## config.mk

```make
export PLATFORM = sky130hd
export DESIGN_NAME = memory_access_stage
export DESIGN_NICKNAME = d
export VERILOG_FILES = /design/src/rtl/memory_access_stage.sv
export SDC_FILE = /design/constraint.sdc
export NUM_CORES = 1
export LEC_CHECK = 0
export ABC_AREA = 0
export CORE_MARGIN = 2
export CORE_UTILIZATION = 40
export DETAILED_ROUTE_END_ITERATION = 10
export PLACE_DENSITY = 0.72
export REMOVE_ABC_BUFFERS = 1
export SLEW_MARGIN = 20
export SYNTH_ARGS = -nofsm -noshare
export SYNTH_HDL_FRONTEND = slang
export SYNTH_SLANG_ARGS = --single-unit
```

## constraint.sdc

```tcl
create_clock -name clk -period 6.44 [get_ports clk]
set_clock_uncertainty 0.15 [all_clocks]
set_input_delay 1.288 -clock clk [delete_from_list [all_inputs] [get_ports clk]]
set_output_delay 1.288 -clock clk [all_outputs]
set_load 0.01 [all_outputs]
```

## src/rtl/memory_access_stage.sv

```systemverilog
// MEM pipeline stage: registers execute results and runs loads/stores over a
// req/ack data-memory port with byte-lane strobes, load extension and misalignment traps.
module memory_access_stage #(
    parameter int DATA_WIDTH     = 32,
    parameter int ADDR_WIDTH     = 32,
    parameter int REG_ADDR_WIDTH = 5
) (
    input  logic                        clk,
    input  logic                        rst,
    input  logic                        in_valid,
    input  logic                        in_isLoad,
    input  logic                        in_isStore,
    input  logic [1:0]                  in_memSize,
    input  logic                        in_isUnsigned,
    input  logic [ADDR_WIDTH-1:0]       in_addr,
    input  logic [DATA_WIDTH-1:0]       in_storeData,
    input  logic [REG_ADDR_WIDTH-1:0]   in_rdAddr,
    input  logic                        in_rdWrite,
    input  logic                        flush,
    output logic                        in_ready,
    output logic                        stall,
    output logic                        dmem_req,
    output logic                        dmem_we,
    output logic [ADDR_WIDTH-1:0]       dmem_addr,
    output logic [DATA_WIDTH/8-1:0]     dmem_be,
    output logic [DATA_WIDTH-1:0]       dmem_wdata,
    input  logic                        dmem_ack,
    input  logic [DATA_WIDTH-1:0]       dmem_rdata,
    output logic                        out_valid,
    output logic [REG_ADDR_WIDTH-1:0]   out_rdAddr,
    output logic                        out_rdWrite,
    output logic [DATA_WIDTH-1:0]       out_rdData,
    output logic                        misaligned_exc,
    output logic [ADDR_WIDTH-1:0]       exc_addr
);

    localparam logic [1:0] IDLE     = 2'd0;
    localparam logic [1:0] ACCESS   = 2'd1;
    localparam logic [1:0] COMPLETE = 2'd2;

    logic [1:0]                state_q, state_d;
    logic                      flush_pending_q, flush_pending_d;
    logic [1:0]                off_q, off_d;
    logic [1:0]                size_q, size_d;
    logic                      unsigned_q, unsigned_d;
    logic [REG_ADDR_WIDTH-1:0] rd_addr_q, rd_addr_d;
    logic                      rd_write_q, rd_write_d;

    logic                      dmem_req_q, dmem_req_d;
    logic                      dmem_we_q, dmem_we_d;
    logic [ADDR_WIDTH-1:0]     dmem_addr_q, dmem_addr_d;
    logic [DATA_WIDTH/8-1:0]   dmem_be_q, dmem_be_d;
    logic [DATA_WIDTH-1:0]     dmem_wdata_q, dmem_wdata_d;

    logic                      out_valid_q, out_valid_d;
    logic [REG_ADDR_WIDTH-1:0] out_rd_addr_q, out_rd_addr_d;
    logic                      out_rd_write_q, out_rd_write_d;
    logic [DATA_WIDTH-1:0]     out_rd_data_q, out_rd_data_d;
    logic                      misaligned_exc_q, misaligned_exc_d;
    logic [ADDR_WIDTH-1:0]     exc_addr_q, exc_addr_d;

    logic                      accept;
    logic                      is_mem;
    logic                      misaligned;
    logic [DATA_WIDTH/8-1:0]   be_calc;
    logic [DATA_WIDTH-1:0]     wdata_calc;
    logic [DATA_WIDTH-1:0]     ld_shift;
    logic [DATA_WIDTH-1:0]     ld_ext;

    assign in_ready = (state_q == IDLE);
    assign stall    = ~in_ready;
    assign accept   = in_valid & in_ready & ~flush;
    assign is_mem   = in_isLoad | in_isStore;

    always_comb begin
        misaligned = (in_memSize == 2'd3)
                   | ((in_memSize == 2'd1) & in_addr[0])
                   | ((in_memSize == 2'd2) & (in_addr[1:0] != 2'b00));
        case (in_memSize)
            2'd0:    be_calc = 4'b0001 << in_addr[1:0];
            2'd1:    be_calc = 4'b0011 << in_addr[1:0];
            default: be_calc = 4'hF;
        endcase
        case (in_memSize)
            2'd0:    wdata_calc = {4{in_storeData[7:0]}};
            2'd1:    wdata_calc = {2{in_storeData[15:0]}};
            default: wdata_calc = in_storeData;
        endcase
    end

    // Returned word is shifted down to the accessed lane, then extended.
    always_comb begin
        ld_shift = dmem_rdata >> {off_q, 3'b000};
        case (size_q)
            2'd0:    ld_ext = {{24{~unsigned_q & ld_shift[7]}}, ld_shift[7:0]};
            2'd1:    ld_ext = {{16{~unsigned_q & ld_shift[15]}}, ld_shift[15:0]};
            default: ld_ext = ld_shift;
        endcase
    end

    always_comb begin
        state_d          = state_q;
        flush_pending_d  = flush_pending_q;
        off_d            = off_q;
        size_d           = size_q;
        unsigned_d       = unsigned_q;
        rd_addr_d        = rd_addr_q;
        rd_write_d       = rd_write_q;
        dmem_req_d       = dmem_req_q;
        dmem_we_d        = dmem_we_q;
        dmem_addr_d      = dmem_addr_q;
        dmem_be_d        = dmem_be_q;
        dmem_wdata_d     = dmem_wdata_q;
        out_valid_d      = 1'b0;
        out_rd_addr_d    = out_rd_addr_q;
        out_rd_write_d   = out_rd_write_q;
        out_rd_data_d    = out_rd_data_q;
        misaligned_exc_d = 1'b0;
        exc_addr_d       = exc_addr_q;

        case (state_q)
            IDLE: begin
                flush_pending_d = 1'b0;
                if (accept) begin
                    if (!is_mem) begin
                        out_valid_d    = 1'b1;
                        out_rd_addr_d  = in_rdAddr;
                        out_rd_write_d = in_rdWrite;
                        out_rd_data_d  = in_addr;
                    end else if (misaligned) begin
                        out_valid_d      = 1'b1;
                        out_rd_addr_d    = in_rdAddr;
                        out_rd_write_d   = 1'b0;
                        misaligned_exc_d = 1'b1;
                        exc_addr_d       = in_addr;
                    end else begin
                        dmem_req_d   = 1'b1;
                        dmem_we_d    = in_isStore & ~in_isLoad;
                        dmem_addr_d  = {in_addr[ADDR_WIDTH-1:2], 2'b00};
                        dmem_be_d    = be_calc;
                        dmem_wdata_d = wdata_calc;
                        off_d        = in_addr[1:0];
                        size_d       = in_memSize;
                        unsigned_d   = in_isUnsigned;
                        rd_addr_d    = in_rdAddr;
                        rd_write_d   = in_rdWrite & in_isLoad;
                        state_d      = ACCESS;
                    end
                end
            end
            // The bus forbids withdrawing a request, so a flush here only
            // suppresses the writeback once the access finishes.
            ACCESS: begin
                if (flush) begin
                    flush_pending_d = 1'b1;
                end
                if (dmem_ack) begin
                    dmem_req_d     = 1'b0;
                    out_valid_d    = ~(flush_pending_q | flush);
                    out_rd_addr_d  = rd_addr_q;
                    out_rd_write_d = rd_write_q & ~(flush_pending_q | flush);
                    out_rd_data_d  = ld_ext;
                    state_d        = COMPLETE;
                end
            end
            COMPLETE: begin
                flush_pending_d = 1'b0;
                state_d         = IDLE;
            end
            default: begin
                state_d = IDLE;
            end
        endcase
    end

    always_ff @(posedge clk or posedge rst) begin
        if (rst) begin
            state_q          <= IDLE;
            flush_pending_q  <= 1'b0;
            off_q            <= '0;
            size_q           <= '0;
            unsigned_q       <= 1'b0;
            rd_addr_q        <= '0;
            rd_write_q       <= 1'b0;
            dmem_req_q       <= 1'b0;
            dmem_we_q        <= 1'b0;
            dmem_addr_q      <= '0;
            dmem_be_q        <= '0;
            dmem_wdata_q     <= '0;
            out_valid_q      <= 1'b0;
            out_rd_addr_q    <= '0;
            out_rd_write_q   <= 1'b0;
            out_rd_data_q    <= '0;
            misaligned_exc_q <= 1'b0;
            exc_addr_q       <= '0;
        end else begin
            state_q          <= state_d;
            flush_pending_q  <= flush_pending_d;
            off_q            <= off_d;
            size_q           <= size_d;
            unsigned_q       <= unsigned_d;
            rd_addr_q        <= rd_addr_d;
            rd_write_q       <= rd_write_d;
            dmem_req_q       <= dmem_req_d;
            dmem_we_q        <= dmem_we_d;
            dmem_addr_q      <= dmem_addr_d;
            dmem_be_q        <= dmem_be_d;
            dmem_wdata_q     <= dmem_wdata_d;
            out_valid_q      <= out_valid_d;
            out_rd_addr_q    <= out_rd_addr_d;
            out_rd_write_q   <= out_rd_write_d;
            out_rd_data_q    <= out_rd_data_d;
            misaligned_exc_q <= misaligned_exc_d;
            exc_addr_q       <= exc_addr_d;
        end
    end

    assign dmem_req       = dmem_req_q;
    assign dmem_we        = dmem_we_q;
    assign dmem_addr      = dmem_addr_q;
    assign dmem_be        = dmem_be_q;
    assign dmem_wdata     = dmem_wdata_q;
    assign out_valid      = out_valid_q;
    assign out_rdAddr     = out_rd_addr_q;
    assign out_rdWrite    = out_rd_write_q;
    assign out_rdData     = out_rd_data_q;
    assign misaligned_exc = misaligned_exc_q;
    assign exc_addr       = exc_addr_q;

endmodule

```

# Yosys cells after proc, flatten, opt, wreduce, memory -nomap -nowiden
# Index checks and enable logic that the tools add are counted.
dict set report totals {
  ramBits 0
  reg_bits 154
  mem_count 0
  input_bits 112
  rom_bits 0
  elab_cells 104
  output_inout_bits 144
  latchBits 0
}
dict set report classes {
  bitwise_logic 19
  eq_ne 13
  div 0
  n_mux 37
  shifts 3
  magnitude_cmp 0
  multipliers 0
  addsub 0
  n_reduce_logical 14
}
# operator count
set ops {}
lappend ops {{$pmux 32 s2} 3}
lappend ops {{$mux 32} 3}
lappend ops {{$shr 32x5->32} 1}
lappend ops {{$mux 5} 4}
lappend ops {{$reduce_and 4->1} 5}
lappend ops {{$mux 1} 16}
lappend ops {{$pmux 5 s2} 1}
lappend ops {{$and 1x1->1} 9}
lappend ops {{$mux 2} 4}
lappend ops {{$ne 2x2->1 const B} 4}
lappend ops {{$pmux 1 s2} 4}
lappend ops {{$pmux 4 s2} 1}
lappend ops {{$eq 2x1->1 const B} 3}
lappend ops {{$eq 2x2->1 const B} 3}
lappend ops {{$logic_not 2->1} 3}
lappend ops {{$not 1->1} 6}
lappend ops {{$reduce_bool 2->1} 3}
lappend ops {{$reduce_and 5->1} 1}
lappend ops {{$ne 2x1->1 const B} 2}
lappend ops {{$or 1x1->1} 4}
lappend ops {{$pmux 2 s2} 1}
lappend ops {{$shl 1x2->4 const A} 1}
lappend ops {{$shl 2x2->4 const A} 1}
lappend ops {{$ne 3x2->1 const B} 1}
lappend ops {{other kinds (2)} 2}

# Longest topological paths before layout
dict set report depth {
  word_depth 8
  mapped_depth 7
  ltp_nobuf 5
}

# Least setup slack after synthesis
# Ideal clock, no wire load.
dict set report synth_timing {
  kind {input port to flip-flop}
  startpoint {input port in_addr[1]}
  endpoint {register dmem_addr_q[10], in the netlist dmem_addr[10]}
  path_stages 7
  required_time_ns 6.165
  setup_slack_ns 3.487
  arrival_ns 2.677
  setup_ns 0.125
  n_path_buf 3
  cell_sequence {clkbuf_1 > o21a_1 > o22ai_1 > nand2_2 > buf_6 > buf_6 > mux2_4}
}
dict set report synth_between {
  elab_chain_len 5
}
# item line_no
set synth_rtl {}
lappend synth_rtl {{start: declaration} 15} ;# input logic [ADDR_WIDTH-1:0] in_addr,
lappend synth_rtl {{$reduce_bool 2->1} 78} ;# | ((in_memSize == 2'd2) & (in_addr[1:0] != 2'b00));
lappend synth_rtl {{$and 1x1->1} 78}
lappend synth_rtl {{$or 1x1->1} 78}
lappend synth_rtl {{$not 1->1 (no source line)} --}
lappend synth_rtl {{$reduce_and 4->1 (no source line)} --}
lappend synth_rtl {{end signal: assignment} 206} ;# dmem_addr_q <= dmem_addr_d;
lappend synth_rtl {{end: declaration} 51} ;# logic [ADDR_WIDTH-1:0] dmem_addr_q, dmem_addr_d;
# No other way between the ends.
# A chain may end at the register's enable or synchronous reset.

# Final worst setup path
dict set report layout_timing {
  startpoint {input port in_addr[1]}
  endpoint {register dmem_addr_q[8], in the netlist dmem_addr[8]}
}
# Same word-level chain as after synthesis.

==> flow_summary.toml <==
[synthesis]
synthCells = 622
synth_enable_flop_cells = 0
yosys.cell_types.count = 44
yosysWarnings = 0
synth-xor-area-share_pct = 0.234
synth_top_family_by_area = "multiplexers"
avgSynthCellArea_um2 = 12.0
syn_area_um2 = 7470
yosys-mux-area-fraction_pct = 26.2
synth_ff_type = "dfrtp_1"
synthSimpleGateAreaFrac_pct = 8.76
ys_ff_latch = 154
yosysSeqAreaShare_pct = 51.6
synth_adder_area_share_pct = 0
synth_compound_area_share_pct = 9.44
synthArstFlopShare_pct = 100

[finish]
syn_to_final_growth_pct = 42.9
regArea_um2 = 3850
fillers = 1550
multi_input_area_um2 = 3370
nNetsFinal = 969
drive_gt1_share_pct = 18.7
fin_cells = 1100
final_area_um2 = 10700

[grt]
antenna_found_initial = 1
grt_pass1_vias = 5842
grt_overflow_total = 0
grt_pass1_wl_um = 33500
grt_start_max_net_pins = 60
grtUsageTotal_pct = 21.7

[clocking]
tritoncts = "done"
clk_pin_slew_ps = 60
htree_levels = 4
clk_latency_ps = 410
clock_sinks = 154
clk_path_buf_depth = 2
clockRootBuffer = "clkbuf_16"
cts_made_buffers = 17
cts_resized = 0
cts_setup_buffers = 0
cts_hold_buffers = 0

[hold_path]
min_path_type = "reg2reg"

[route]
drcViolationCount = 0
drtAntennaViolNets = 0
drt-initial-drc-count = 291
drtPass1Iterations = 4
routed_via_density = 5.21
wl_per_cell_um = 19.2
routed-via-count = 5729
drt_wl_total_um = 21100

[placed_design]
place_inst = 1067
dpl-instance-area_um2 = 10100
hpwl_um = 14900
place_congestion = 0.770
io_buffers = 253

[power_and_ir_drop]
peakVddDrop_mv = 0.236
power_density_nw_per_um2 = 364
power.leakage_nw = 4.58
power.total_mw = 3.88

[worst_setup_path]
crit_family = "buffers and inverters"
timing.critical_path.cells = "clkdlybuf4s50_1, o21a_1, o22ai_1, nand2_4, buf_4, mux2_4"
cp.arrival_ps = 4090
cp-start-kind = "input pin"
cp_max_fo = 54
critPathRequiredTime_ps = 6590
crit_buf_inv = 2
end_kind = "flip-flop"
critPathMaxStageDelay_ps = 590
cpMaxStageDelayCell = "nand2_4"
crit_type = "in2reg"

[floorplan]
die-area_um2 = 19800
die_x_um = 141
floorplan.initialDensity_pct = 41.2
die_h_um = 141
core_um2 = 18100
row_count = 49
num_io_pins = 256

[timing]
fin_tns_setup_ps = 0
grt_setup_unrepaired = "false"
drv_slew = 0
fmax_ghz = 0.253
maxSlewHeadroom_pct = 40.2
min_period_ps = 3950
post-route-period-util_pct = 61.3
tightest_slew_ps = 897
hold_viol_final = 0
setup_viol = 0
hold_ws_ps = 344

[status]
status = "complete, no violations"

[run]
maxCapViolCount = 0
-- layer usage --
layer | routed length, um | GRT usage (%)
met5 | 0 | 0
met4 | 243 | 5.74
met3 | 1580 | 6.32
met2 | 9670 | 34.5
met1 | 9590 | 29.3
-- worst min-delay path, stage by stage (launching register included) --
cell and delay [ps]:
dfrtp_1 350, nand2b_1 60, nand3_1 60
-- area by class of cell --
type	count	area share [%]
clock buffers	17	3.99
multi-input cells	416	31.5
flip-flops and latches	154	36.1
diodes	1	0.0234
inverters	7	0.293
well taps	229	2.68
clock inverters	15	1.08
repair buffers	261	24.3
-- power breakdown --
| group | total [mW] | internal (mW) | switching (mW) | leakage, nW |
|---|---|---|---|---|
| Sequential | 1.46 | 1.28 | 0.188 | 1.84 |
| Clock | 0.931 | 0.499 | 0.432 | 0.257 |
| Combinational | 1.49 | 0.887 | 0.599 | 2.48 |
-- path summary, 6_finish.rpt --
check                              start        endpoint  slack (ps)  cells after the start
max in group asynchronous            rst  out_rdData[12]        3870                      3
hold / removal             out_rdData[8]   out_rdData[8]         340                      2
setup reg to reg              state_q[0]  out_rdData[24]        3470                      5
hold reg to reg            out_rdData[8]   out_rdData[8]         340                      2
min in group asynchronous            rst    dmem_addr[2]        1130                      2
setup / recovery              in_addr[1]    dmem_addr[8]        2490                      6
-- cell families (layout without fill, tap and decap cells) --
group                     after synthesis  count (layout)
DFF                                   154             154
other                                   1               3
buffers and inverters                  53             300
AOI/OAI and AO/OA                     112             112
xor gates and xnor gates                2               2
muxes                                 166             166
and+or+nand+nor                       134             134
-- synth_stat cells, drive strengths merged, types with 3 or more instances --
| cell type | instances | share of area (%) |
|---|---|---|
| a21oi | 3 | 0.20 |
| a31oi | 35 | 3.0 |
| buf | 25 | 2.3 |
| clkbuf | 21 | 1.1 |
| dfrtp | 154 | 52 |
| inv | 7 | 0.35 |
| mux2 | 110 | 19 |
| mux2i | 56 | 7.5 |
| nand2 | 57 | 2.9 |
| nand2b | 20 | 1.7 |
| nand3 | 11 | 0.74 |
| nand3b | 8 | 0.80 |
| nor2 | 24 | 1.3 |
| nor2b | 3 | 0.25 |
| o211ai | 16 | 1.6 |
| o21ai | 44 | 2.9 |
| or2 | 3 | 0.25 |
-- layout by cell type (no fill, tap or decap), types with 3 or more instances in the layout --
master,count
a21oi_1,3
a31oi_1,34
buf_4,8
clkbuf_16,17
clkdlybuf4s50_1,253
clkinv_2,3
clkinvlp_4,4
dfrtp_1,154
inv_1,6
inv_6,7
mux2_2,67
mux2_4,43
mux2i_1,56
nand2_1,55
nand2b_1,19
nand3_1,11
nand3b_1,8
nor2_1,22
nor2b_1,3
o211ai_1,16
o21ai_0,44
or2_2,3
-- registers in the layout, indices dropped and copies added (netlist names) --
name,count
flush_pending_q,1
out_rdAddr,5
out_rdData,32
out_valid,1
dmem_be,4
dmem_we,1
misaligned_exc,1
out_rdWrite,1
rd_addr_q,5
dmem_wdata,32
unsigned_q,1
off_q,2
state_q,2
dmem_addr,30
size_q,2
exc_addr,32
rd_write_q,1
dmem_req,1
-- per-stage QoR --
step	utilization, %	worst slack (ps)
2_1_floorplan	-	852
3_3_place_gp	55.8	2160
3_5_place_dp	55.8	2090
4_1_cts	58.8	2520
5_1_grt	58.8	2350
6_report	58.8	2490
No activity file was read; power rests on OpenSTA's default activity.
